[config.mk]
export PLATFORM = sky130hd
export DESIGN_NAME = mem_stage_ctrl
export DESIGN_NICKNAME = d
export VERILOG_FILES = /design/src/rtl/arm_pkg.sv /design/src/rtl/mem_wb_reg.sv /design/src/rtl/mem_stage_ctrl.sv
export SDC_FILE = /design/constraint.sdc
export NUM_CORES = 1
export LEC_CHECK = 0
export ABC_AREA = 1
export ABC_CLOCK_PERIOD_IN_PS = 2400
export CORE_MARGIN = 4
export CORE_UTILIZATION = 44
export DETAILED_ROUTE_END_ITERATION = 10
export PLACE_DENSITY = 0.8
export SYNTH_ARGS = -nofsm -noshare
export SYNTH_HDL_FRONTEND = slang
export SYNTH_SLANG_ARGS = --single-unit
[constraint.sdc]
create_clock -name clk -period 2.4 [get_ports clk]
set_input_delay 0.48 -clock clk [delete_from_list [all_inputs] [get_ports clk]]
set_output_delay 0.48 -clock clk [all_outputs]
set_load 0.02 [all_outputs]
[src/rtl/arm_pkg.sv]
// arm_pkg: shared FSM encoding and constants for the ARM pipeline MEM stage.
package arm_pkg;

  // Memory-access sequencer states
  typedef enum logic [1:0] {
    ST_IDLE   = 2'd0,
    ST_ACCESS = 2'd1,
    ST_DONE   = 2'd2
  } mem_state_e;

  // Byte address that maps to data-memory word 0
  localparam logic [31:0] BASE_ADDR_DEFAULT = 32'd1024;

  // Default number of ACCESS cycles tolerated before a timeout
  localparam int unsigned WAIT_MAX_DEFAULT = 32'd15;

  // Load data substituted when the memory never answers
  localparam logic [31:0] TIMEOUT_DATA = 32'hDEAD_BEEF;

  // A load returns data only when it is not also a store (the store wins)
  function automatic logic load_data_valid(input logic r_en, input logic w_en);
    return r_en & ~w_en;
  endfunction

endpackage

[src/rtl/mem_wb_reg.sv]
// mem_wb_reg: MEM/WB pipeline register with load and bubble-insert control.
module mem_wb_reg (
  input  logic        clk,
  input  logic        rst,
  input  logic        ld,
  input  logic        bubble,
  input  logic        wb_en_d,
  input  logic        mem_r_en_d,
  input  logic [31:0] alu_result_d,
  input  logic [31:0] mem_data_d,
  input  logic [3:0]  dest_d,
  output logic        wb_en,
  output logic        mem_r_en,
  output logic [31:0] alu_result,
  output logic [31:0] mem_data,
  output logic [3:0]  dest
);

  // Load a new instruction, or inject a bubble by killing only the control bits
  always_ff @(posedge clk or posedge rst) begin
    if (rst) begin
      wb_en      <= 1'b0;
      mem_r_en   <= 1'b0;
      alu_result <= 32'd0;
      mem_data   <= 32'd0;
      dest       <= 4'd0;
    end else if (ld) begin
      wb_en      <= wb_en_d;
      mem_r_en   <= mem_r_en_d;
      alu_result <= alu_result_d;
      mem_data   <= mem_data_d;
      dest       <= dest_d;
    end else if (bubble) begin
      wb_en      <= 1'b0;
      mem_r_en   <= 1'b0;
    end else begin
      wb_en      <= wb_en;
      mem_r_en   <= mem_r_en;
    end
  end

endmodule

[src/rtl/mem_stage_ctrl.sv]
// mem_stage_ctrl: MEM stage sequencer. Issues one request per load/store,
// freezes upstream until the memory answers, and feeds the MEM/WB register.
// Optional feature: define MEM_TIMEOUT_EN to abandon accesses after WAIT_MAX
// ACCESS cycles, returning TIMEOUT_DATA and pulsing err.
module mem_stage_ctrl
  import arm_pkg::*;
#(
  parameter logic [31:0] BASE_ADDR = BASE_ADDR_DEFAULT,
  parameter int unsigned WAIT_MAX  = WAIT_MAX_DEFAULT
) (
  input  logic        clk,
  input  logic        rst,
  input  logic        wb_en_in,
  input  logic        mem_r_en_in,
  input  logic        mem_w_en_in,
  input  logic [31:0] alu_result_in,
  input  logic [31:0] val_rm_in,
  input  logic [3:0]  dest_in,
  output logic        mem_req,
  output logic        mem_we,
  output logic [15:0] mem_addr,
  output logic [31:0] mem_wdata,
  input  logic        mem_ready,
  input  logic [31:0] mem_rdata,
  output logic        freeze,
  output logic        wb_en,
  output logic        mem_r_en,
  output logic [31:0] alu_result,
  output logic [31:0] mem_data,
  output logic [3:0]  dest,
  output logic        err
);

  mem_state_e  state_r;
  mem_state_e  next_state_s;
  logic        mem_op_s;
  logic        timeout_s;
  logic        freeze_s;
  logic        mem_req_s;
  logic        ld_s;
  logic [31:0] data_r;
  logic [31:0] wb_data_s;
  logic [17:0] addr_diff_s;
  logic [1:0]  unused_addr_lsb_s;

  assign mem_op_s = mem_r_en_in | mem_w_en_in;

  // Only bits [17:2] of the offset form the word address; low 18 bits suffice
  assign addr_diff_s       = alu_result_in[17:0] - BASE_ADDR[17:0];
  assign unused_addr_lsb_s = addr_diff_s[1:0];

  // Reset gates the handshake and stall immediately, independent of the clock
  assign mem_req_s = ~rst & (state_r == ST_ACCESS);
  assign freeze_s  = ~rst & ((state_r == ST_ACCESS) |
                             ((state_r == ST_IDLE) & mem_op_s));

  assign mem_req   = mem_req_s;
  assign mem_we    = mem_req_s & mem_w_en_in;
  assign mem_addr  = rst ? 16'd0 : addr_diff_s[17:2];
  assign mem_wdata = rst ? 32'd0 : val_rm_in;
  assign freeze    = freeze_s;
  assign ld_s      = ~freeze_s;

  assign wb_data_s = load_data_valid(mem_r_en_in, mem_w_en_in) ? data_r : 32'd0;

`ifdef MEM_TIMEOUT_EN
  logic [31:0] wait_cnt_r;
  logic        err_r;

  assign timeout_s = (state_r == ST_ACCESS) & ~mem_ready &
                     (wait_cnt_r == 32'(WAIT_MAX - 32'd1));

  // Count unanswered ACCESS cycles; cleared whenever the FSM leaves ACCESS
  always_ff @(posedge clk or posedge rst) begin
    if (rst) begin
      wait_cnt_r <= 32'd0;
    end else if ((state_r == ST_ACCESS) && !mem_ready && !timeout_s) begin
      wait_cnt_r <= wait_cnt_r + 32'd1;
    end else begin
      wait_cnt_r <= 32'd0;
    end
  end

  // One-cycle error pulse during the DONE cycle that follows a timeout
  always_ff @(posedge clk or posedge rst) begin
    if (rst) begin
      err_r <= 1'b0;
    end else begin
      err_r <= timeout_s;
    end
  end

  assign err = err_r;
`else
  localparam int unsigned unused_wait_max = WAIT_MAX;

  assign timeout_s = 1'b0;
  assign err       = 1'b0;
`endif

  // State register
  always_ff @(posedge clk or posedge rst) begin
    if (rst) begin
      state_r <= ST_IDLE;
    end else begin
      state_r <= next_state_s;
    end
  end

  // Next-state logic; memory completion is only honoured in ACCESS
  always_comb begin
    next_state_s = state_r;
    case (state_r)
      ST_IDLE: begin
        if (mem_op_s) begin
          next_state_s = ST_ACCESS;
        end else begin
          next_state_s = ST_IDLE;
        end
      end
      ST_ACCESS: begin
        if (mem_ready || timeout_s) begin
          next_state_s = ST_DONE;
        end else begin
          next_state_s = ST_ACCESS;
        end
      end
      ST_DONE: begin
        next_state_s = ST_IDLE;
      end
      default: begin
        next_state_s = ST_IDLE;
      end
    endcase
  end

  // Capture returned load data (or the timeout marker) for the DONE cycle
  always_ff @(posedge clk or posedge rst) begin
    if (rst) begin
      data_r <= 32'd0;
    end else if ((state_r == ST_ACCESS) && mem_ready) begin
      data_r <= mem_rdata;
    end else if (timeout_s) begin
      data_r <= TIMEOUT_DATA;
    end else begin
      data_r <= data_r;
    end
  end

  mem_wb_reg u_mem_wb_reg (
    .clk          (clk),
    .rst          (rst),
    .ld           (ld_s),
    .bubble       (freeze_s),
    .wb_en_d      (wb_en_in),
    .mem_r_en_d   (mem_r_en_in),
    .alu_result_d (alu_result_in),
    .mem_data_d   (wb_data_s),
    .dest_d       (dest_in),
    .wb_en        (wb_en),
    .mem_r_en     (mem_r_en),
    .alu_result   (alu_result),
    .mem_data     (mem_data),
    .dest         (dest)
  );

endmodule
* After elaboration in Yosys (flattened, before gate mapping)
Index checks and enable logic that the tools add are counted.
Storage, ports and cells: input port bits 106, output and inout port bits 122, register bits 104, logic and storage cells 28
Cells by class: reductions and logical operators 2, multiplexer cells 8, add/subtract/negate cells 1, bitwise gates (word level) 9, equality and inequality tests 1
Operators with widths (count):
- $mux W32 | 2
- $sub A18 B11 Y18 const B | 1
- $mux W16 | 1
- $and A1 B1 Y1 | 5
- $pmux W2 S2 | 1
- $mux W1 | 3
- $eq A2 B1 Y1 const B | 1
- $logic_not A2 Y1 | 1
- $mux W2 | 1
- $not A1 Y1 | 2
- $or A1 B1 Y1 | 2
- $logic_and A1 B1 Y1 | 1

* Depth between registers and ports, before layout
Gate-level depths: netlist of the first run.
depth in word-level cells 5, mapped depth 8, depth with buffers taken out 8

* Hierarchy
From an unflattened synthesis of the first run, not the netlist that was laid out.
Unflattened totals: cells, all modules 609, area total of the unflattened synthesis 4932.2 sq um
By module, submodules not included:
- mem_wb_reg | instances 1, area each 2737.6 sq um, cells an instance 297, seq. area each 1751.7 sq um
- mem_stage_ctrl | instances 1, area each 2194.6 sq um, cells an instance 312, seq. area each 850.8 sq um

* Worst setup path after synthesis of the first run
No wires, ideal clock.
kind input to output, from input port rst, to output port mem_we, path buffers 2, data arrival time 1.646 ns, slack 0.274 ns, stages 5, required time 1.920 ns, cell sequence buf_6 -> clkinv_8 -> nand3_4 -> buf_2 -> nor2_1
On the way: cells in the longest elaborated chain, start to end 3
RTL lines:
- from (decl) | line mem_stage_ctrl.sv:12 | input logic rst,
- $not A1 Y1 | line mem_stage_ctrl.sv:53 | assign mem_req_s = ~rst & (state_r == ST_ACCESS);
- $and A1 B1 Y1 | line mem_stage_ctrl.sv:53
- $and A1 B1 Y1 | line mem_stage_ctrl.sv:58 | assign mem_we = mem_req_s & mem_w_en_in;
- to (decl) | line mem_stage_ctrl.sv:20 | output logic mem_we,
Every way passes these cells.

* Final worst setup path of the first run
from input port alu_result_in[11], to output port mem_addr[14]
On the way: cells in the longest elaborated chain, start to end 2
RTL lines:
- from (decl) | line mem_stage_ctrl.sv:16 | input logic [31:0] alu_result_in,
- $sub A18 B11 Y18 | line mem_stage_ctrl.sv:49 | assign addr_diff_s = alu_result_in[17:0] - BASE_ADDR[17:0];
- $mux W16 | line mem_stage_ctrl.sv:59 | assign mem_addr = rst ? 16'd0 : addr_diff_s[17:2];
- to (decl) | line mem_stage_ctrl.sv:21 | output logic [15:0] mem_addr,
Every way passes these cells.

==> results of run 1 <==
[critical path, stage by stage]
cell and delay, ps:
clkdlybuf4s50_1 420, inv_1 100, ha_1 160, inv_1 60
nor2_2 130, nand3_1 120, nand2_1 70, nand2_1 50
nor2_1 80, buf_2 170
[power by group]
group	switching (uW)	internal [uW]
registers	435	2420
clock network	644	846
logic	2200	1590
[path summary, 6_finish.rpt]
path | from | end | depth (start not counted)
max in group asynchronous | rst | u_mem_wb_reg.alu_result[6] | 3
hold / removal | rst | u_mem_wb_reg.wb_en | 2
min in group clk | u_mem_wb_reg.alu_result[15] | u_mem_wb_reg.alu_result[15] | 2
setup reg to reg | state_r[0] | u_mem_wb_reg.alu_result[30] | 5
hold reg to reg | u_mem_wb_reg.alu_result[15] | u_mem_wb_reg.alu_result[15] | 2
setup / recovery | alu_result_in[11] | mem_addr[14] | 10
[cell usage after synthesis (3+ instances only)]
master	count	area share, %
o21ai_0	3	0.27
nand2_2	50	5.7
inv_2	5	0.34
a21oi_1	4	0.36
buf_4	4	0.54
o21ai_1	32	2.9
nand3_1	54	4.9
nand2_1	80	5.4
nand3_2	20	3.6
inv_1	83	5.7
buf_12	7	2.5
buf_2	15	1.4
clkbuf_1	7	0.48
buf_6	3	0.61
nor2_1	85	5.8
dfrtp_1	104	47
nand2_4	50	10
[flip-flops by register name (all words and copies together), names as in the netlist]
register / count
data_r: 32
u_mem_wb_reg.alu_result: 32
u_mem_wb_reg.mem_data: 32
u_mem_wb_reg.dest: 4
state_r: 2
u_mem_wb_reg.mem_r_en: 1
u_mem_wb_reg.wb_en: 1
[area by class of cell]
type / count / area, um2 / share of cell area (%)
sequential: 104 / 2600 / 31.8
inverter: 89 / 347 / 4.24
tap: 168 / 210 / 2.57
clock inverter: 5 / 61.3 / 0.750
multi-input combinational: 384 / 2250 / 27.5
clock buffer: 11 / 243 / 2.97
timing repair buffer: 256 / 2470 / 30.2
[through the flow]
step                      cells  hold WS [ps]  util (%)
after global placement     1001           454      65.1
final                      1017           261      67.3
after floorplan             614           451         -
after CTS                  1017           258      67.4
after detailed placement   1001           459      65.1
after global routing       1017           271      67.3
[metal layers]
layer	GRT usage [%]	routed length, um
met3	5.00	924
met1	26.2	6070
met4	8.88	561
met2	36.2	7640
met5	0	0
[kinds of logic after synthesis]
group / count (synthesis) / share of synthesized area [%]
simple gates: 342 / 36.7
buf+inv: 126 / 12.1
flops: 104 / 47.2
compound gates: 40 / 3.68
fa+ha+maj: 1 / 0.227
other cells: 1 / 0.0680
[layout by cell type (no fill, tap or decap), types with 2 or more instances in the layout]
master	instances
a21oi_1	4
clkbuf_16	9
nor2_1	84
buf_12	2
clkbuf_2	4
inv_1	83
dlygate4sd2_1	17
nand2_1	80
inv_2	5
nand2_2	50
dfrtp_1	104
buf_4	27
inv_6	2
nand3_2	20
clkdlybuf4s50_1	204
o21ai_1	32
nand2_4	50
nand3_1	54
o21ai_0	3
[what timing repair did]
action / 4_1_cts / 5_1_grt
pin swaps: 0 / 0
endpoints found under the hold margin: 0 / 0
setup endpoints to repair: 51 / 5
resized for setup: 28 / 7
==> impl_metrics.py, run 1 <==
metrics = {
    "worst_setup_path": {
        "critPathMaxFanout": 3,
        "arrival_ps": 1840,
        "cp-start-kind": "input pin",
        "cp.required_ps": 1920,
        "worstSetupPathType": "input pin to output pin",
        "rrSetupSlack_ps": 650,
        "end_kind": "output pin",
    },
    "clock_network": {
        "clockBufferDepth": 2,
        "cts_setup_buffers": 0,
        "tritoncts": "built",
        "cts.hold.buffers_added": 0,
        "cts_sinks": 104,
        "cts-root-buf": "clkbuf_16",
        "path_clk_slew_ps": 60,
        "cts_max_level": 3,
        "cts_inserted_buffers": 9,
        "worstSkewPairLatency_ps": 340,
    },
    "sta": {
        "final_max_slew_viol_count": 0,
        "worst_pin_slew_ps": 848,
        "max_freq_mhz": 432,
        "final.setup_skew_ps": 9.37,
        "rsz0062_at_grt": "no",
        "min_period_ps": 2320,
        "hold_viol_final": 0,
        "setup_violations": 0,
        "setup_tns_ps": 0,
        "post-route-period-util_pct": 96.6,
        "relSlewSlack_pct": 43.4,
        "finalWorstSetupSlack_ps": 82.7,
    },
    "logic_synthesis": {
        "synth_edf_count": 0,
        "synth-seq-cells": 104,
        "synth_nets": 721,
        "yosysWarningCount": 0,
        "async_flop_share_pct": 100,
        "synth_top_flop_cell": "dfrtp_1",
        "syn_inst": 614,
        "synth.distinct_cells": 25,
        "synth.avg_cell_area_um2": 8.98,
        "seq_area_frac_synth_pct": 47.2,
        "netlist_area_um2": 5510,
    },
    "detailed_routing": {
        "ant_nets": 0,
        "via_count": 4770,
        "routed_wl_um": 15200,
        "drtIter0Drc": 272,
        "first_pass_iters": 5,
        "drc": 0,
        "routed_via_density": 4.69,
        "detail_route.wl_per_cell_um": 14.9,
    },
    "layout": {
        "diodes": 0,
        "area_growth_pct": 48.4,
        "fillers": 1005,
        "fin_nets": 951,
        "final_cell_area_um2": 8180,
        "final_layout_size_suffix_gt1_share_pct": 21.2,
    },
    "placed_design": {
        "routabilityCongestion": 0.953,
        "pre_cts_slack_ps": -400,
        "place_area_um2": 7920,
        "port_buffers": 226,
        "post-dp-hpwl_um": 11400,
    },
    "pwr": {
        "leakagePower_uw": 0.00435,
        "ir_worst_vdd_v": 0.000826,
        "total_power_uw": 8140,
        "p_per_area_nw_per_um2": 995,
    },
    "global_routing": {
        "grt_pass1_vias": 5033,
        "grt.overflow.total": 0,
        "grt_usage_pct": 21.4,
        "grt_max_degree": 69,
        "antenna_found_initial": 0,
        "grt_first_pass_wirelength_um": 24900,
    },
    "die": {
        "dieArea_um2": 14400,
        "initial_core_util_pct": 45.3,
        "fp-row-count": 40,
        "die_x_um": 120,
        "io_pins": 228,
        "coreArea_um2": 12200,
        "chipHeight_um": 120,
    },
    "run": {
        "cap_viol_max_count": 0,
    },
    "min_path": {
        "min_path_type": "input pin to asynchronous set/reset pin",
    },
    "status": {
        "status": "finished, final reports clean",
    },
}
Power figures use the tool's default switching activity.
==> run 2, diff against run 1 <==
CORE_UTILIZATION = 42   (was 44)
GPL_TIMING_DRIVEN = 0   (was default)
PLACE_DENSITY = 0.79   (was 0.8)
REMOVE_ABC_BUFFERS = 1   (was default)
SYNTH_HIERARCHICAL = 1   (was default)
==> run 2 against run 1 <==
Against the previous run: critical endpoint is now mem_addr[15]; clock skew fell by 5.4 ps; via count fell by 9.0%; clock power about the same; highest routed layer unchanged; total power is 14% lower; sequential power decreased by 8.4%.
==> impl_metrics.py, run 2 <==
metrics = {
    "worst_setup_path": {
        "cp-start-kind": "input pin",
        "cp.required_ps": 1920,
        "arrival_ps": 1840,
        "rrSetupSlack_ps": 530,
        "r2r-start": "state_r[0]",
        "end_kind": "output pin",
        "critPathMaxFanout": 4,
        "worstSetupPathType": "input pin to output pin",
        "reg2reg_to": "u_mem_wb_reg/alu_result[31]",
        "reg2regPathDepth": 6,
    },
    "die": {
        "coreArea_um2": 11500,
        "fp-row-count": 39,
        "dieArea_um2": 13500,
        "chipHeight_um": 116,
        "io_pins": 228,
        "die_x_um": 116,
        "initial_core_util_pct": 43.0,
    },
    "global_routing": {
        "grt.overflow.total": 0,
        "use_met2_pct": 31.8,
        "grt_usage_pct": 19.0,
        "grt_use_met1_pct": 24.9,
        "grt_pass1_vias": 4299,
        "grt_use_met3_pct": 4.30,
        "antenna_found_initial": 0,
        "grt_first_pass_wirelength_um": 20700,
        "busiest_layer": "met2",
        "grt_max_degree": 75,
    },
    "sta": {
        "worst_pin_slew_ps": 1160,
        "setup_violations": 0,
        "final.setup_skew_ps": 4.02,
        "rsz0062_at_grt": "no",
        "max_freq_mhz": 430,
        "final_max_slew_viol_count": 0,
        "setup_tns_ps": 0,
        "min_period_ps": 2320,
        "hold_viol_final": 0,
        "finalWorstSetupSlack_ps": 76.9,
        "relSlewSlack_pct": 22.7,
        "post-route-period-util_pct": 96.8,
    },
    "logic_synthesis": {
        "yosysWarningCount": 6,
        "seq_area_frac_synth_pct": 52.8,
        "async_flop_share_pct": 100,
        "synthXorXnorAreaFrac_pct": 0.178,
        "synth_compound_area_share_pct": 13.3,
        "synth_top_family_by_area": "buffers and inverters",
        "synth_top_area_share_pct": 52.8,
        "synth_largest_area_cell": "dfrtp_1",
        "synth_mux_area_share_pct": 0,
        "synth_most_common_cell": "inv_1",
        "synth.avg_cell_area_um2": 8.10,
        "synth_top_cells_by_area": "dfrtp_1 (53%), inv_1 (12%), nand2_1 (8.2%)",
        "synth.distinct_cells": 24,
        "synth_top_flop_cell": "dfrtp_1",
        "netlist_area_um2": 4930,
        "synth_edf_count": 0,
        "ys_top_cells_by_count": "inv_1 (153), nand2_1 (108), dfrtp_1 (104), nor2_1 (85), o21ai_0 (69)",
        "synth-seq-cells": 104,
        "synthSimpleGateAreaFrac_pct": 16.5,
        "syn_inst": 609,
        "synth_fa_ha_area_share_pct": 0.254,
    },
    "pwr": {
        "netSwitchingFraction_pct": 36.5,
        "clkPwrFrac_pct": 20.8,
        "p_per_area_nw_per_um2": 942,
        "share_seq_of_total_power_pct": 37.2,
        "total_power_uw": 7020,
        "ir_worst_vdd_v": 0.000530,
        "p_switching_uw": 2560,
        "power.internal_uw": 4460,
        "comb_power_share_pct": 42.0,
        "leakagePower_uw": 0.00357,
    },
    "detailed_routing": {
        "detail_route.wl_per_cell_um": 13.6,
        "routed_wl_um": 13100,
        "ant_nets": 0,
        "first_pass_iters": 5,
        "drtIter0Drc": 270,
        "drc": 0,
        "routed_via_density": 4.50,
        "via_count": 4339,
    },
    "placed_design": {
        "port_buffers": 226,
        "post-dp-hpwl_um": 9660,
        "dp.cells": 948,
        "pre_cts_slack_ps": -748,
        "routabilityCongestion": 0.786,
    },
    "clock_network": {
        "cts.hold.buffers_added": 0,
        "clockBufferDepth": 2,
        "cts_sinks": 104,
        "cts_max_level": 3,
        "cts-root-buf": "clkbuf_16",
        "cts_inserted_buffers": 9,
        "cts_setup_buffers": 0,
        "ctsResizeCount": 24,
        "path_clk_slew_ps": 70,
        "worstSkewPairLatency_ps": 330,
        "tritoncts": "built",
    },
    "layout": {
        "instances_no_fill": 964,
        "final_layout_size_suffix_gt1_share_pct": 8.40,
        "layout_commonest_cell": "clkdlybuf4s50_1",
        "fillers": 956,
        "area_growth_pct": 51.1,
        "top_regs": "data_r x32, u_mem_wb_reg/alu_result x32, u_mem_wb_reg/mem_data x32",
        "most-common-layout-cells": "clkdlybuf4s50_1 (215), inv_1 (149), nand2_1 (108)",
        "fin_nets": 924,
        "diodes": 0,
    },
    "status": {
        "status": "finished, final reports clean",
    },
    "run": {
        "cap_viol_max_count": 0,
    },
    "min_path": {
        "min_path_type": "input pin to asynchronous set/reset pin",
    },
}
-- run 2: cell types whose count changed in the layout (fill, tap and decap cells not counted), moves of 25 or more --
cell and change:
buf_4 -25, inv_1 +66, nand2_1 +28, nand2_2 -42, nand2_4 -50, nand3_1 -51, o21ai_0 +65, o21ai_2 +29
-- run 2: power by group through the flow --
stage	logic, uW	clock network, uW	registers (uW)
6_report	2950	1460	2610
5_1_grt	3250	1580	2690
4_1_cts	2970	1500	2620
3_5_place_dp	2960	0	2650
3_3_place_gp	2890	0	2630
2_1_floorplan	1220	0	3040
-- run 2: cell type report --
type / instances / area, um2 / area share, %
Inverter: 154 / 591 / 7.92
Multi-Input combinational cell: 320 / 1500 / 20.2
Sequential cell: 104 / 2600 / 34.9
Tap cell: 143 / 179 / 2.40
Clock inverter: 5 / 56.3 / 0.755
Clock buffer: 10 / 239 / 3.21
Timing Repair Buffer: 228 / 2280 / 30.6
-- run 2: per-stage QoR --
step                utilization (%)  instance area, um2  hold WS [ps]
CTS                            64.8                7440           342
finish                         65.0                7450           345
global placement               62.1                7120           461
floorplan                         -                4680           486
global route                   65.0                7450           369
detailed placement             62.3                7140           466
-- run 2: worst max-delay path by stage --
stage                 startpoint                          to  slack [ps]  depth (start not counted)
6_report       alu_result_in[13]                mem_addr[15]          80                          7
5_1_grt        alu_result_in[13]                mem_addr[15]          10                          7
4_1_cts        alu_result_in[11]                mem_addr[12]          10                          8
3_5_place_dp                 rst                mem_addr[11]        -750                          5
3_3_place_gp                 rst        u_mem_wb_reg/dest[2]       -3060                          4
2_1_floorplan        mem_w_en_in  u_mem_wb_reg/alu_result[0]        -700                          4
-- run 2: cells by family after synthesis --
group,count (synthesis)
compound gates,109
flops,104
other cells,1
xor+xnor,1
simple gates,208
fa+ha+maj,1
buf+inv,185
-- run 2: per-layer routing --
layer  share of wire (%)  vias up
li1                    -     2197
met1                  41     1974
met2                  49      148
met3                 8.0       20
met4                 1.6        0
met5                   0        -
-- run 2: worst max-delay path, cell delays in order --
cell and delay, ps:
clkdlybuf4s50_1 470, inv_1 130, nand2_1 80, nor2_1 160, a21oi_1 90, nor2_1 110, clkdlybuf4s15_1 320
